$ cat src/rtl/dmem_bus_bridge.sv
// ---------------------------------------------------------------------------
// dmem_bus_bridge
//   Turns the MemoryAccess stage's RAM-side load/store strobes into one
//   valid/ready request plus one response on a variable-latency data-memory
//   bus. The pipeline is frozen with stall while a transaction is in flight.
//   read_data returns the full word; lane selection and extension are done
//   by the MEM stage.
//
// Ports
//   clk, rst             clock, synchronous active-high reset
//   memory_read_enable   load request from the MEM stage
//   memory_write_enable  store request from the MEM stage
//   address              byte address from the MEM stage
//   write_data           lane-aligned store data
//   write_strobe         byte-lane enables for the store
//   read_data            registered load word returned to the MEM stage
//   stall                combinational pipeline freeze
//   bus_error            one-cycle pulse when a transaction times out
//   bus_req_valid/ready  request handshake
//   bus_addr             word-aligned request address
//   bus_write            1 = store, 0 = load
//   bus_wdata/wstrb      store data and strobes (strobes 0 for loads)
//   bus_rsp_valid        response strobe, for loads and stores
//   bus_rdata            load data, sampled with bus_rsp_valid
// ---------------------------------------------------------------------------
module dmem_bus_bridge #(
    parameter int unsigned AddrWidth     = 32,
    parameter int unsigned DataWidth     = 32,
    parameter int unsigned WordSize      = 4,
    parameter int unsigned TimeoutCycles = 255,
    parameter int unsigned TimeoutWidth  = 8
) (
    input  logic                 clk,
    input  logic                 rst,
    input  logic                 memory_read_enable,
    input  logic                 memory_write_enable,
    input  logic [AddrWidth-1:0] address,
    input  logic [DataWidth-1:0] write_data,
    input  logic [WordSize-1:0]  write_strobe,
    output logic [DataWidth-1:0] read_data,
    output logic                 stall,
    output logic                 bus_error,
    output logic                 bus_req_valid,
    input  logic                 bus_req_ready,
    output logic [AddrWidth-1:0] bus_addr,
    output logic                 bus_write,
    output logic [DataWidth-1:0] bus_wdata,
    output logic [WordSize-1:0]  bus_wstrb,
    input  logic                 bus_rsp_valid,
    input  logic [DataWidth-1:0] bus_rdata
);

    typedef enum logic [1:0] {
        IDLE,
        REQ,
        RESP,
        DONE
    } state_t;

    state_t                  state;
    logic [TimeoutWidth-1:0] timeout_cnt;
    logic                    request;
    logic                    timeout_hit;

    // A store with no lanes enabled is a no-op and never reaches the bus.
    assign request     = memory_read_enable | (memory_write_enable & (|write_strobe));
    assign timeout_hit = (timeout_cnt == TimeoutWidth'(TimeoutCycles - 1));

    // Combinational so the cycle in which the request first appears is
    // already frozen; DONE releases the pipeline.
    assign stall = ((state == IDLE) & request) | (state == REQ) | (state == RESP);

    always_ff @(posedge clk) begin
        if (rst) begin
            state         <= IDLE;
            read_data     <= '0;
            bus_req_valid <= 1'b0;
            bus_write     <= 1'b0;
            bus_addr      <= '0;
            bus_wdata     <= '0;
            bus_wstrb     <= '0;
            bus_error     <= 1'b0;
            timeout_cnt   <= '0;
        end else begin
            bus_error <= 1'b0;
            unique case (state)
                IDLE: begin
                    if (request) begin
                        // Read wins when both enables are high.
                        bus_addr      <= address & ~AddrWidth'(WordSize - 1);
                        bus_write     <= ~memory_read_enable;
                        bus_wdata     <= write_data;
                        bus_wstrb     <= memory_read_enable ? '0 : write_strobe;
                        bus_req_valid <= 1'b1;
                        timeout_cnt   <= '0;
                        state         <= REQ;
                    end
                end
                REQ: begin
                    if (timeout_hit) begin
                        bus_req_valid <= 1'b0;
                        bus_error     <= 1'b1;
                        if (!bus_write) read_data <= '0;
                        state         <= DONE;
                    end else begin
                        timeout_cnt <= timeout_cnt + 1'b1;
                        if (bus_req_ready) begin
                            bus_req_valid <= 1'b0;
                            state         <= RESP;
                        end
                    end
                end
                RESP: begin
                    // A response in the final allowed cycle still completes.
                    if (bus_rsp_valid) begin
                        if (!bus_write) read_data <= bus_rdata;
                        state <= DONE;
                    end else if (timeout_hit) begin
                        bus_error <= 1'b1;
                        if (!bus_write) read_data <= '0;
                        state     <= DONE;
                    end else begin
                        timeout_cnt <= timeout_cnt + 1'b1;
                    end
                end
                DONE: begin
                    state <= IDLE;
                end
            endcase
        end
    end

endmodule
$ cat config.mk
export PLATFORM = sky130hd
export DESIGN_NAME = dmem_bus_bridge
export DESIGN_NICKNAME = d
export VERILOG_FILES = /design/src/rtl/dmem_bus_bridge.sv
export SDC_FILE = /design/constraint.sdc
export NUM_CORES = 1
export LEC_CHECK = 0
export ABC_AREA = 1
export BUFFER_PORTS_ARGS = -buffer_cell sky130_fd_sc_hd__clkbuf_2
export CORE_MARGIN = 2
export CORE_UTILIZATION = 42
export CTS_BUF_LIST = sky130_fd_sc_hd__clkbuf_8 sky130_fd_sc_hd__clkbuf_16
export CTS_CLUSTER_DIAMETER = 50
export CTS_CLUSTER_SIZE = 10
export DETAILED_ROUTE_END_ITERATION = 10
export GPL_TIMING_DRIVEN = 0
export PLACE_DENSITY = 0.78
export SYNTH_ARGS = -nofsm -noshare
export SYNTH_HDL_FRONTEND = slang
export SYNTH_SLANG_ARGS = --single-unit
$ cat constraint.sdc
create_clock -name clk -period 1.4 [get_ports clk]
set_input_delay 0.28 -clock clk [delete_from_list [all_inputs] [get_ports clk]]
set_output_delay 0.28 -clock clk [all_outputs]
set_load 0.1 [all_outputs]
# == Yosys cells after proc, flatten, opt, wreduce, memory -nomap -nowiden ==
# Index checks and enable logic that the tools add are counted.
# totals
rom_bits,0
ram_bits,0
in_bits,106
reg_bits,111
latchBits,0
out_inout_bits,104
memories,0
# classes
n_div,0
shifts,0
bitwise_logic,6
mul,0
addsub,1
magnitude_cmp,0
eq_ne,9
reduce_logical,10
mux,23
# op_table
op,n
2-to-1 mux 32 bit,4
one-hot mux 32 bit (2 select lines),1
2-to-1 mux 8 bit,3
one-hot mux 8 bit (3 select lines),1
2-to-1 mux 2 bit,5
"inequality test 3 bit, second input constant",3
AND reduction 3 bit,3
"adder 8 x 1 -> 8 bit, second input constant",1
"== test 8 bit, second input constant",1
one-hot mux 2 bit (4 select lines),1
2-to-1 mux 1 bit,5
"== test 2 bit, second input constant",2
2-to-1 mux 4 bit,1
"inequality test 2 bit, second input constant",2
one-hot mux 1 bit (2 select lines),2
AND reduction 2 bit,2
nonzero test 2 bit,2
OR reduction 4 bit,1
bitwise OR 1 bit,3
nonzero test 3 bit,1
bitwise AND 1 bit,2
"== test 2 x 1 -> 1 bit, second input constant",1
logical NOT 2 bit,1
NOT 1 bit,1

# == Longest topological paths before layout ==
# depth
ltp_word,6
mapped_depth,10
mapped_depth_nobuf,10

# == Worst setup path before layout ==
# OpenSTA, ideal clock, no wires.
# synth_path
kind,register -> output
startpoint,register state[0]
endpoint,output port stall
setup_slack_ps,-672
n_path_buf,2
t_arrival_ps,1792
stages_incl_launch_ff,7
t_required_ps,1120
path_cell_list,dfxtp_1 inv_1 ha_1 nand2_4 buf_4 buf_6 nand3_1
# synth_between
elab_chain_len,4
# synth_rtl
item,line,source
start: declaration,60,state_t state;
start signal: assignment,75,state <= IDLE;
start signal: assignment,96,state <= REQ;
start signal: assignment,104,state <= DONE;
logical NOT 2 bit,71,assign stall = ((state == IDLE) & request) | (state == REQ) | (state == RESP);
bitwise AND 1 bit,71,
bitwise OR 1 bit,71,
bitwise OR 1 bit (*),71,
end: declaration,41,"output logic stall,"
# Mark *: on every way between the ends. The rest lies on a longest branch, timed or not.

# == Worst setup path after layout ==
# Ends and elaborated chain as after synthesis.

==> impl_metrics.yaml <==
power_and_ir_drop:
  switching_share: 0.575
  pwr-share-comb: 0.631
  power.share.clock: 0.111
  p_int_mw: 7.43
  power.switching_mw: 10.0
  power.density_mw_per_mm2: 2580
  power.total_mw: 17.5
  seqPwrFrac: 0.258
  p_leak_nw: 3.03
  ir_worst_vdd_mv: 1.84
timing:
  maxSlewViolCount: 0
  clock.fmax_mhz: 570
  worst-slew-pin-transition_ns: 0.678
  rsz0062_at_grt: "true"
  hold_ws_ns: 0.129
  tns_ns: -9.05
  worst_slack_ns: -0.353
  min_period_ns: 1.75
  post-route-period-util: 1.25
  hold_viol: 0
  setup_viol: 43
  maxSlewHeadroom: 0.548
  clock_skew_ns: 0.00991
yosys:
  synth_area_leaders: "dfxtp_1, nor2_1, o21ai_0, nand3_2, nand2_1"
  synthesis.area_mm2: 0.00458
  synthCells: 571
  synth_top_area_share: 0.485
  ys_dominant_reg_cell: "dfxtp_1"
  synthArstFlopShare: 0
  yosysSeqAreaShare: 0.485
  synth_edf_count: 0
  synth_top_area_cell: "dfxtp_1"
  yosysUniqueCellTypes: 27
  yosysWarnings: 0
  synth_seq_cells: 111
  syn_area_per_cell_um2: 8.03
placement:
  dp.cells: 917
  gp_congestion: 0.826
  dpl_cell_area_mm2: 0.00585
  place_ws_ns: -0.454
  place.port_buffers: 205
  dpl.hpwl_um: 9620
critical_path:
  critPathMaxFanout: 3
  setup.worst_path.start_class: "register"
  cp.required_ns: 1.12
  crit_arrival_ns: 1.47
  r2r_start: "state[1]$_SDFFE_PP0P_"
  crit_start: "state[0]$_SDFFE_PP0P_"
  crit_type: "reg -> out"
  end_kind: "primary output"
floorplan:
  die-area_mm2: 0.0118
  placement_rows: 38
  die_x_um: 108
  start_util: 0.427
  die_h_um: 108
  ios: 210
  core_area_mm2: 0.0107
global_routing:
  grt_start_max_net_pins: 19
  grt_overflow: 0
  grt_pass1_wl_um: 20300
  grt_use_met3: 0.0699
  track_usage: 0.220
  grt.met1_usage: 0.239
  grt_util_met2: 0.394
  antenna_found_initial: 0
  grt.busiest_layer: "met2"
  grt_pass1_vias: 4403
min_path:
  worstHoldStart: "bus_rdata[3]"
  hold_path.class: "in -> reg"
routing:
  drt_first_iter_violations: 214
  drc: 0
  dr.pass1.iters: 4
  routed_wl_um: 13200
  dr_total_vias: 4584
  viasPerCell: 4.81
  routedWlPerCell_um: 13.9
  ant_nets: 0
final_layout:
  diodes: 0
  area_growth_pct: 47.7
  final_core_util: 0.630
  final_common_cell: "nor2_1"
  layout_common_cells: "nor2_1, dfxtp_1, clkbuf_2, clkbuf_4, nand2_1"
  nets: 920
  final_area_mm2: 0.00677
  drive_above_1_share: 0.454
  fillers: 944
  stdcell_count: 953
clock_network:
  path_clk_slew_ns: 0.10
  cts_tree: "built"
  cts_hold_buf: 0
  insertion_delay_ns: 0.38
  cts_root_buf: "clkbuf_8"
  clockBufferDepth: 2
  clock_sinks: 111
  htree_num_levels: 3
  numCtsBuffers: 9
run_status:
  status: "finished with violations"
  violations: "negative setup slack"
job:
  cap_violations: 0
worst max-delay path, cell delays in order, from the launching register on:
cell and delay, ns:
dfxtp_4 0.36, inv_4 0.06, ha_4 0.14, nand2_4 0.05, buf_8 0.11, buf_8 0.11, nand3_4 0.05, clkbuf_16 0.20
flip-flops by register name, indices dropped and copies added (netlist names):
name	cells
read_data	32
timeout_cnt	8
bus_wstrb	4
state	2
bus_req_valid	1
bus_wdata	32
bus_addr	30
bus_error	1
bus_write	1
per-layer routing:
layer	share of wire	up-vias
met5	0	-
met2	0.49	202
li1	-	2322
met3	0.091	24
met4	0.021	0
met1	0.39	2036
logic make-up after synthesis:
logic type / Yosys count / share of synthesized area
AOI/OAI and AO/OA: 117 / 0.134
adders and majority gates: 6 / 0.0164
buffers and inverters: 58 / 0.0647
other: 1 / 0.000818
DFF: 111 / 0.485
and+or+nand+nor: 278 / 0.300
cell type report:
type	count	area, µm²	area share
clock inverters	7	71.3	0.0105
well taps	140	175	0.0259
multi-input cells	403	2250	0.333
repair buffers	226	1530	0.227
clock buffers	9	124	0.0183
plain buffers	36	290	0.0429
flip-flops and latches	111	2230	0.330
inverters	21	90.1	0.0133
timing repair:
action,CTS,global route
setup endpoints to repair,143,122
endpoints found under the hold margin,0,0
buffers inserted,14,7
gates resized for setup,150,59
cloned,1,2
pin swaps,5,11
path summary, 6_finish.rpt:
path | endpoint | slack, ns | cells after the start
worst min register to register | bus_wstrb[2]$_SDFFE_PP0P_ | 0.47 | 2
worst max-delay path | stall | -0.35 | 7
worst min-delay path | read_data[3]$_SDFFE_PP0P_ | 0.13 | 3
worst max register to register | read_data[21]$_SDFFE_PP0P_ | -0.34 | 11
power groups by stage:
stage / Combinational [mW] / Clock (mW) / Sequential [mW]
CTS: 10.7 / 1.99 / 4.49
global route: 11.6 / 2.09 / 4.61
floorplan: 2.31 / 0 / 10.4
finish: 11.0 / 1.95 / 4.50
detailed placement: 9.75 / 0 / 4.58
global placement: 9.73 / 0 / 4.53
cells in the mapped netlist (all sizes together), types with 2 or more instances:
library cell,number
inv,20
nand4,2
dfxtp,111
ha,6
clkbuf,15
o21bai,2
buf,22
nor2,145
o21ai,65
nand2,82
a21oi,50
nand3,49
Note: power is estimated with default switching activity, not from simulation.
